**src/rtl/mips_fwd_hazard_unit_if.sv**
```systemverilog
// Port bundle between the pipeline datapath and the forwarding/hazard unit.
// The datapath side is the master; the unit itself is the slave.
interface mips_fwd_hazard_unit_if #(
    parameter int STALL_CNT_W = 16
);
    logic                   id_valid;
    logic [4:0]             id_rs;
    logic [4:0]             id_rt;
    logic                   id_uses_rs;
    logic                   id_uses_rt;
    logic [4:0]             id_dest;
    logic                   id_reg_write;
    logic                   id_mem_read;
    logic                   ex_branch_taken;
    logic [1:0]             fwd_a;
    logic [1:0]             fwd_b;
    logic                   stall;
    logic                   pc_write;
    logic                   ifid_write;
    logic                   flush;
    logic [STALL_CNT_W-1:0] stall_count;

    modport master (
        output id_valid, id_rs, id_rt, id_uses_rs, id_uses_rt, id_dest,
               id_reg_write, id_mem_read, ex_branch_taken,
        input  fwd_a, fwd_b, stall, pc_write, ifid_write, flush, stall_count
    );

    modport slave (
        input  id_valid, id_rs, id_rt, id_uses_rs, id_uses_rt, id_dest,
               id_reg_write, id_mem_read, ex_branch_taken,
        output fwd_a, fwd_b, stall, pc_write, ifid_write, flush, stall_count
    );
endinterface

```
**src/rtl/mips_fwd_hazard_unit.sv**
```systemverilog
// Forwarding-select and load-use/branch hazard control for the 5-stage MIPS core.
// Shadows the destination tags of the EX, MEM and WB stages alongside the real pipeline registers.
module mips_fwd_hazard_unit #(
    parameter int STALL_CNT_W = 16
) (
    input logic                  clk,
    input logic                  rst,
    mips_fwd_hazard_unit_if.slave bus
);
    typedef struct packed {
        logic       valid;
        logic [4:0] rs;
        logic [4:0] rt;
        logic [4:0] dest;
        logic       reg_write;
        logic       mem_read;
    } slot_t;

    slot_t                  ex_q, mem_q, wb_q, ex_d;
    logic [STALL_CNT_W-1:0] stall_cnt_q;
    logic                   load_use;
    logic                   stall_i;
    logic                   unused_slot_bits;

    // A slot can supply a value for register r only if it really writes a non-zero r.
    function automatic logic writes(input slot_t s, input logic [4:0] r);
        return s.valid && s.reg_write && (s.dest != 5'd0) && (s.dest == r);
    endfunction

    function automatic logic [1:0] fwd_sel(input slot_t ex, input slot_t mem,
                                           input slot_t wb, input logic [4:0] src);
        if (!ex.valid)           return 2'd0;
        else if (writes(mem, src)) return 2'd2;
        else if (writes(wb, src))  return 2'd1;
        else                     return 2'd0;
    endfunction

    always_comb begin
        load_use = bus.id_valid && ex_q.valid && ex_q.mem_read && (ex_q.dest != 5'd0) &&
                   ((bus.id_uses_rs && (ex_q.dest == bus.id_rs)) ||
                    (bus.id_uses_rt && (ex_q.dest == bus.id_rt)));
        // A taken branch discards the ID instruction, so its hazard is moot.
        stall_i  = load_use && !bus.ex_branch_taken;
    end

    always_comb begin
        ex_d = '0;
        if (bus.id_valid && !stall_i && !bus.ex_branch_taken) begin
            ex_d.valid     = 1'b1;
            ex_d.rs        = bus.id_rs;
            ex_d.rt        = bus.id_rt;
            ex_d.dest      = bus.id_dest;
            ex_d.reg_write = bus.id_reg_write;
            ex_d.mem_read  = bus.id_mem_read;
        end
    end

    always_ff @(posedge clk or posedge rst) begin
        if (rst) begin
            ex_q        <= '0;
            mem_q       <= '0;
            wb_q        <= '0;
            stall_cnt_q <= '0;
        end else begin
            wb_q  <= mem_q;
            mem_q <= ex_q;
            ex_q  <= ex_d;
            if (stall_i && (stall_cnt_q != '1))
                stall_cnt_q <= stall_cnt_q + 1'b1;
        end
    end

    assign bus.fwd_a       = fwd_sel(ex_q, mem_q, wb_q, ex_q.rs);
    assign bus.fwd_b       = fwd_sel(ex_q, mem_q, wb_q, ex_q.rt);
    assign bus.stall       = stall_i;
    assign bus.pc_write    = !stall_i;
    assign bus.ifid_write  = !stall_i;
    assign bus.flush       = bus.ex_branch_taken;
    assign bus.stall_count = stall_cnt_q;

    // Source tags and load flag retire with the WB slot without further use.
    assign unused_slot_bits = ^{wb_q.rs, wb_q.rt, wb_q.mem_read};
endmodule
```
**src/flat_wrapper.sv**
```systemverilog
// flat-port wrapper written by rule: the top's interface ports become plain ports
module mips_fwd_hazard_unit_flat 
#(
    parameter int STALL_CNT_W = 16
)
  (clk, rst, bus_id_valid, bus_id_rs, bus_id_rt, bus_id_uses_rs, bus_id_uses_rt, bus_id_dest, bus_id_reg_write, bus_id_mem_read, bus_ex_branch_taken, bus_fwd_a, bus_fwd_b, bus_stall, bus_pc_write, bus_ifid_write, bus_flush, bus_stall_count);
  mips_fwd_hazard_unit_if #(.STALL_CNT_W(STALL_CNT_W)) bus_i ();
  input logic clk;
  input logic rst;
  input wire logic [$bits(bus_i.id_valid)-1:0] bus_id_valid;
  input wire logic [$bits(bus_i.id_rs)-1:0] bus_id_rs;
  input wire logic [$bits(bus_i.id_rt)-1:0] bus_id_rt;
  input wire logic [$bits(bus_i.id_uses_rs)-1:0] bus_id_uses_rs;
  input wire logic [$bits(bus_i.id_uses_rt)-1:0] bus_id_uses_rt;
  input wire logic [$bits(bus_i.id_dest)-1:0] bus_id_dest;
  input wire logic [$bits(bus_i.id_reg_write)-1:0] bus_id_reg_write;
  input wire logic [$bits(bus_i.id_mem_read)-1:0] bus_id_mem_read;
  input wire logic [$bits(bus_i.ex_branch_taken)-1:0] bus_ex_branch_taken;
  output wire logic [$bits(bus_i.fwd_a)-1:0] bus_fwd_a;
  output wire logic [$bits(bus_i.fwd_b)-1:0] bus_fwd_b;
  output wire logic [$bits(bus_i.stall)-1:0] bus_stall;
  output wire logic [$bits(bus_i.pc_write)-1:0] bus_pc_write;
  output wire logic [$bits(bus_i.ifid_write)-1:0] bus_ifid_write;
  output wire logic [$bits(bus_i.flush)-1:0] bus_flush;
  output wire logic [$bits(bus_i.stall_count)-1:0] bus_stall_count;
  assign bus_i.id_valid = bus_id_valid;
  assign bus_i.id_rs = bus_id_rs;
  assign bus_i.id_rt = bus_id_rt;
  assign bus_i.id_uses_rs = bus_id_uses_rs;
  assign bus_i.id_uses_rt = bus_id_uses_rt;
  assign bus_i.id_dest = bus_id_dest;
  assign bus_i.id_reg_write = bus_id_reg_write;
  assign bus_i.id_mem_read = bus_id_mem_read;
  assign bus_i.ex_branch_taken = bus_ex_branch_taken;
  assign bus_fwd_a = bus_i.fwd_a;
  assign bus_fwd_b = bus_i.fwd_b;
  assign bus_stall = bus_i.stall;
  assign bus_pc_write = bus_i.pc_write;
  assign bus_ifid_write = bus_i.ifid_write;
  assign bus_flush = bus_i.flush;
  assign bus_stall_count = bus_i.stall_count;
  mips_fwd_hazard_unit #(.STALL_CNT_W(STALL_CNT_W)) u_core (.clk(clk), .rst(rst), .bus(bus_i));
endmodule
```
**config.mk**
```make
export PLATFORM = sky130hd
export DESIGN_NAME = mips_fwd_hazard_unit_flat
export DESIGN_NICKNAME = d
export VERILOG_FILES = /design/src/rtl/mips_fwd_hazard_unit_if.sv /design/src/rtl/mips_fwd_hazard_unit.sv /design/src/flat_wrapper.sv
export SDC_FILE = /design/constraint.sdc
export NUM_CORES = 1
export LEC_CHECK = 0
export ABC_AREA = 0
export CAP_MARGIN = 20
export CORE_UTILIZATION = 50
export CTS_CLUSTER_DIAMETER = 30
export DETAILED_ROUTE_END_ITERATION = 16
export GPL_TIMING_DRIVEN = 0
export PLACE_DENSITY_LB_ADDON = 0.08
export SLEW_MARGIN = 20
export SYNTH_ARGS = -nofsm -noshare
export SYNTH_HDL_FRONTEND = slang
export SYNTH_SLANG_ARGS = --single-unit
export TNS_END_PERCENT = 50
```
**constraint.sdc**
```tcl
create_clock -name clk -period 2.5 [get_ports clk]
set_input_delay 0.375 -clock clk [delete_from_list [all_inputs] [get_ports clk]]
set_output_delay 0.375 -clock clk [all_outputs]
set_load 0.02 [all_outputs]
```
==> impl_metrics.env, run 1 <==
export IMPL_status="completed"
export IMPL_root_buffer="clkbuf_8"
export IMPL_critPathMostFrequentCell="buf_4"
export IMPL_gr_usage_met3_pct=3.50
export IMPL_fin_worst_skew_ps=5.38
export IMPL_cts_sinks=48
export IMPL_gp_congestion=0.827
export IMPL_busiest_layer="met2"
export IMPL_start_util_pct=53.7
export IMPL_syn_to_final_growth_pct=31.7
export IMPL_vias=1555
export IMPL_fin_crit_sh_pct=99.7
export IMPL_cts_hold_buf=0
export IMPL_use_met1_pct=29.6
export IMPL_overflow=0
export IMPL_wl_per_cell_um=15.5
export IMPL_p_leak_nw=1.42
export IMPL_syn_inst=183
export IMPL_syn_area_per_cell_um2=12.1
export IMPL_first_iter_violations=78
export IMPL_powerDensity_nw_per_um2=519
export IMPL_cp_arrival_ps=2120
export IMPL_io_buffers=46
export IMPL_grt_pass1_vias=1588
export IMPL_worst_pin_slew_ps=457
export IMPL_finalWirelength_mm=4.54
export IMPL_cp_slowest_cell="clkdlybuf4s50_1"
export IMPL_finalSetupViolCount=0
export IMPL_yosysTopAreaCell="dfrtp_1"
export IMPL_cp_data_required_time_ps=2120
export IMPL_synth_area_leaders="dfrtp_1 54%, xor2_1 13%, and2_1 5.4%"
export IMPL_ys_warn_count=0
export IMPL_antenna_found_initial=0
export IMPL_place_inst=280
export IMPL_dieHeight_um=68.5
export IMPL_hold_viol_final=0
export IMPL_synthDistinctLibCells=32
export IMPL_ir_worst_vdd_mv=0.353
export IMPL_synth_seq_area_share_pct=54.4
export IMPL_synth_seq_cells=48
export IMPL_drv_cap=0
export IMPL_core_region_area_um2=4120
export IMPL_grt_max_degree=30
export IMPL_synth_fp_nets=207
export IMPL_crit_fanout=2
export IMPL_fin_util_pct=70.7
export IMPL_cts_buffers=5
export IMPL_htreeDepth=2
export IMPL_cpPeakStageDelay_ps=450
export IMPL_cts_buffer_depth=2
export IMPL_fin_cells=293
export IMPL_crit_type="in -> out"
export IMPL_n_fill_cell=310
export IMPL_fmax_mhz=401
export IMPL_dr_pass1_iters=4
export IMPL_grt_pass1_wl_mm=7.39
export IMPL_detail_route_vias_per_cell=5.31
export IMPL_min_path_type="reg -> reg"
export IMPL_grtUsageMet2_pct=36.4
export IMPL_fin_nets=266
export IMPL_drc=0
export IMPL_relSlewSlack_pct=69.5
export IMPL_final_common_cell="dfrtp_1"
export IMPL_crit_path_start_kind="primary input"
export IMPL_clkLatencyLatePin_ps=300
export IMPL_netlist_area_um2=2210
export IMPL_diodes=0
export IMPL_postRouteAntennaNets=0
export IMPL_maxSlewViolCount=0
export IMPL_rows=23
export IMPL_top_level_ports=47
export IMPL_fin_crit_ps=2490
export IMPL_hpwl_mm=3.31
export IMPL_clk_pin_slew_worst_paths_ps=90
export IMPL_final_cell_mix="48 x dfrtp_1, 38 x clkdlybuf4s50_1, 34 x xor2_1"
export IMPL_cts_tree="done"
export IMPL_die_width_um=68.5
export IMPL_drive_above_1_share_pct=14.8
export IMPL_yosys_area_top_type_share_pct=54.4
export IMPL_rsz0062_at_grt="yes"
export IMPL_worstPathCellList="clkdlybuf4s50_1, xor2_1, nor4_2, a32oi_4, buf_6, nor2_4, inv_1, buf_4, buf_4"
export IMPL_grt_use_total_pct=22.4
export IMPL_dieArea_um2=4690
export IMPL_end_kind="output pin"
[registers in the layout (all words and copies together) (netlist names)]
register,cells
u_core.bus.stall_count,16
u_core.ex_q,18
u_core.wb_q,7
u_core.mem_q,7
[path summary, 6_finish.rpt]
kind / slack, ps / to / start / depth (start not counted)
max in group asynchronous: 1600 / u_core.mem_q[2]$_DFF_PP0_ / rst / 3
hold reg to reg: 360 / u_core.mem_q[1]$_DFF_PP0_ / u_core.ex_q[1]$_DFF_PP0_ / 0
min in group asynchronous: 400 / u_core.bus.stall_count[7]$_DFFE_PP0P_ / rst / 2
setup reg to reg: 320 / u_core.ex_q[9]$_DFF_PP0_ / u_core.ex_q[3]$_DFF_PP0_ / 7
hold / removal: 360 / u_core.mem_q[1]$_DFF_PP0_ / u_core.ex_q[1]$_DFF_PP0_ / 0
setup / recovery: 7 / bus_pc_write / bus_id_rs[3] / 9
[per-stage QoR]
step                      cell area, um2  setup WS [ps]  power (W)  TNS [ps]  hold WS, ps
after global placement              2730           -611   0.000951     -1670          341
final                               2910           6.73    0.00151         0          356
after CTS                           2880           20.5    0.00151         0          356
after detailed placement            2750           -620   0.000959     -1710          336
after global routing                2910          -84.8    0.00157      -219          363
after floorplan                     2210            107   0.000895         0          331
[metal layers]
metal	routed length, um	vias to the layer above	part of all wire (%)
met5	0	-	0
met4	74	0	1.6
met3	162	8	3.6
met2	2200	45	48
met1	2110	759	46
li1	-	743	-
[cell type report]
| class | instances | area (um2) | share of cell area, % |
|---|---|---|---|
| sequential | 48 | 1200 | 41.3 |
| multi-input combinational | 126 | 982 | 33.8 |
| timing repair buffer | 52 | 494 | 17.0 |
| clock buffer | 5 | 68.8 | 2.37 |
| tap | 50 | 62.6 | 2.15 |
| clock inverter | 3 | 42.5 | 1.46 |
| buffer | 5 | 41.3 | 1.42 |
| inverter | 4 | 15.0 | 0.516 |
[cells in the mapped netlist]
cell,number
nor4_2,1
and3_1,3
dfrtp_1,48
a21oi_1,1
and4_1,1
nand2_1,6
nor4_1,6
buf_4,4
o21ai_0,1
nor2_1,5
and2_1,19
nand3_1,9
o31ai_1,1
and2_2,1
a32oi_2,1
xnor2_1,10
o211a_1,1
nor4b_1,3
nand4b_1,1
mux2_2,1
buf_6,1
o2111ai_1,1
xor2_1,34
inv_1,4
nand4_1,2
or4_1,4
ha_1,1
nor3b_1,2
nor3_1,7
nand4_4,1
nor4_4,2
o211ai_1,1
[kinds of logic (layout without fill, tap and decap cells)]
kind of cell    count (synthesis)  after routing  share of synthesized area [%]
compound gates                  7              7                           2.72
xor+xnor                       44             44                           17.5
fa+ha+maj                       1              1                          0.566
buf+inv                         9             69                           2.55
flops                          48             48                           54.4
mux                             1              1                          0.510
simple gates                   73             73                           21.8
[where the power goes]
part | switching (W) | internal, W
registers | 0.0000205 | 0.000796
clock network | 0.000261 | 0.000296
logic | 0.0000620 | 0.0000738
total | 0.000343 | 0.00117
[timing repair]
item | CTS | global route
pin swaps | 2 | 3
gates resized for setup | 26 | 5
setup endpoints to repair | 7 | 6
setup buffers | 2 | 3
[critical path, delay by kind of cell]
family | cells | cell delay, ps
AOI/OAI and AO/OA | 1 | 190
xor gates and xnor gates | 1 | 160
buffers and inverters | 5 | 930
and+or+nand+nor | 2 | 460
Power figures use the tool's default switching activity.
==> run 2, diff against run 1 <==
- CORE_UTILIZATION: 50 -> 52
- CTS_BUF_LIST: default -> sky130_fd_sc_hd__clkbuf_4 sky130_fd_sc_hd__clkbuf_8
- CTS_CLUSTER_SIZE: default -> 10
- SLEW_MARGIN: 20 -> 10
==> run 2 against run 1 <==
Fmax shrank 0.22%. Sequential cell count is the same. First-iteration DRC count grew 31%. Worst hold slack lost 28 ps. Core utilization grew 0.68 points. Critical path type is now reg -> out. Largest cell class unchanged. Critical path depth shrank 4. Register-to-register slack is essentially flat. Die area shrank 3.7%. Largest power group unchanged.
==> impl_metrics.env, run 2 (synthesis results as in run 1) <==
export IMPL_status="completed"
export IMPL_end_kind="output pin"
export IMPL_overflow=0
export IMPL_ff_latch_area_um2=1200
export IMPL_ir_worst_vdd_mv=0.318
export IMPL_seqPwrFrac_pct=57.0
export IMPL_min_path_type="in -> async"
export IMPL_rr_endpoint="u_core.ex_q[9]$_DFF_PP0_"
export IMPL_ff2ff_setup_slack_ps=320
export IMPL_worst_path_buf_inv=1
export IMPL_worstPathCellList="or4_1, o211ai_1, nor4_1, nor4_1, buf_2"
export IMPL_fin_cells=292
export IMPL_cp_slowest_cell="or4_1"
export IMPL_relSlewSlack_pct=67.3
export IMPL_dieArea_um2=4510
export IMPL_largest_reg_flops=18
export IMPL_power_w=0.00143
export IMPL_reg2reg_depth=7
export IMPL_critPathMostFrequentCell="nor4_1"
export IMPL_worst_pin_slew_ps=486
export IMPL_fin_nets=265
export IMPL_reg2reg_from="u_core.ex_q[3]$_DFF_PP0_"
export IMPL_fin_crit_ps=2500
export IMPL_start_util_pct=54.8
export IMPL_fin_worst_skew_ps=6.04
export IMPL_grt_pass1_wl_mm=6.99
export IMPL_cts_hold_buf=0
export IMPL_gp_congestion=0.841
export IMPL_cp_depth=5
export IMPL_io_buffers=46
export IMPL_clk_pin_slew_worst_paths_ps=90
export IMPL_p_comb_share_pct=9.2
export IMPL_crit_path_start_kind="flop"
export IMPL_cts_tree="done"
export IMPL_wl_per_cell_um=14.9
export IMPL_antenna_found_initial=0
export IMPL_switchingPower_w=0.000343
export IMPL_finalWirelength_mm=4.36
export IMPL_cp_arrival_ps=2120
export IMPL_syn_to_final_growth_pct=30.1
export IMPL_hold_viol_final=0
export IMPL_dieHeight_um=67.2
export IMPL_drc=0
export IMPL_powerDensity_nw_per_um2=499
export IMPL_dr_pass1_iters=4
export IMPL_multi_input_area_um2=971
export IMPL_htreeDepth=2
export IMPL_p_leak_nw=1.42
export IMPL_crit_type="reg -> out"
export IMPL_fin_crit_sh_pct=100
export IMPL_drive_above_1_share_pct=13.6
export IMPL_cts_buffer_depth=2
export IMPL_hpwl_mm=3.21
export IMPL_detail_route_vias_per_cell=5.38
export IMPL_postRouteAntennaNets=0
export IMPL_n_fill_cell=279
export IMPL_drv_cap=0
export IMPL_grt_pass1_vias=1554
export IMPL_cp_data_required_time_ps=2120
export IMPL_grt_use_total_pct=21.7
export IMPL_crit_fanout=3
export IMPL_cp_top_family="simple AND/OR/NAND/NOR gates"
export IMPL_rows=23
export IMPL_grt_max_degree=36
export IMPL_vias=1572
export IMPL_cts_sinks=48
export IMPL_top_level_ports=47
export IMPL_final_cell_mix="48 x dfrtp_1, 36 x clkdlybuf4s50_1, 34 x xor2_1"
export IMPL_core_region_area_um2=4030
export IMPL_finalSetupViolCount=0
export IMPL_internal_power_w=0.00109
export IMPL_diodes=0
export IMPL_root_buffer="clkbuf_8"
export IMPL_place_inst=280
export IMPL_rsz0062_at_grt="yes"
export IMPL_cts_buffers=5
export IMPL_clkLatencyLatePin_ps=310
export IMPL_cpPeakStageDelay_ps=520
export IMPL_die_width_um=67.2
export IMPL_maxSlewViolCount=0
export IMPL_fmax_mhz=400
export IMPL_final_common_cell="dfrtp_1"
export IMPL_regMostFlops="u_core.ex_q"
export IMPL_clkPwrFrac_pct=33.9
export IMPL_switching_share_pct=23.9
export IMPL_first_iter_violations=102
## run 2: changes by cell type in the layout (fill, tap and decap cells not counted)
cell             delta
buf_4               -1
bufinv_16           -1
clkbuf_8            +1
clkdlybuf4s15_2     -1
clkdlybuf4s50_1     -2
clkinv_2            -1
clkinvlp_4          +1
dlygate4sd2_1       +2
dlymetal6s2s_1      +1
nor2_2              +1
nor2_4              -1
nor4_1              +1
nor4_2              -1
## run 2: through the flow
step	utilization, %	setup slack [ps]	hold WS, ps	instance area, um2	setup TNS, ps
2_1_floorplan	-	107	331	2210	0
3_3_place_gp	67.8	-592	339	2730	-1620
3_5_place_dp	68.3	-619	341	2750	-1750
4_1_cts	71.1	-12.7	329	2870	-12.7
5_1_grt	71.3	-87.0	354	2870	-297
6_report	71.3	1.15	328	2870	0
## run 2: final cells by class
class | count | area share [%]
buffer | 5 | 1.44
clock buffer | 6 | 2.87
clock inverter | 2 | 0.522
inverter | 4 | 0.522
multi-input combinational | 126 | 33.8
sequential | 48 | 41.8
tap | 50 | 2.18
timing repair buffer | 51 | 16.9
## run 2: what timing repair did
action / CTS / global route
pin swaps: 2 / 3
setup endpoints to repair: 7 / 6
gates resized for setup: 23 / 4
setup buffers: 2 / 2
## run 2: power by group through the flow
stage                     registers [W]  clock network (W)  logic (W)
final                          0.000817           0.000486   0.000131
after global routing           0.000820           0.000532   0.000144
after CTS                      0.000818           0.000497   0.000131
after detailed placement       0.000833                  0   0.000126
after global placement         0.000832                  0   0.000119
after floorplan                0.000828                  0  0.0000673
## run 2: worst max path at each step
stage / startpoint / slack (ps) / to
2_1_floorplan: u_core.ex_q[5]$_DFF_PP0_ / 110 / bus_pc_write
3_3_place_gp: bus_id_rs[1] / -590 / bus_pc_write
3_5_place_dp: bus_id_rs[1] / -620 / bus_pc_write
4_1_cts: u_core.mem_q[2]$_DFF_PP0_ / -10 / bus_fwd_b[0]
5_1_grt: u_core.mem_q[2]$_DFF_PP0_ / -90 / bus_fwd_a[1]
6_report: u_core.mem_q[2]$_DFF_PP0_ / 1 / bus_fwd_a[0]
## run 2: layer usage
metal,vias to the layer above,track usage (%),share of wire [%]
met5,-,0,0
met4,0,8.78,1.3
met3,6,6.08,5.7
met2,55,31.9,46
met1,773,30.3,47
li1,738,-,-
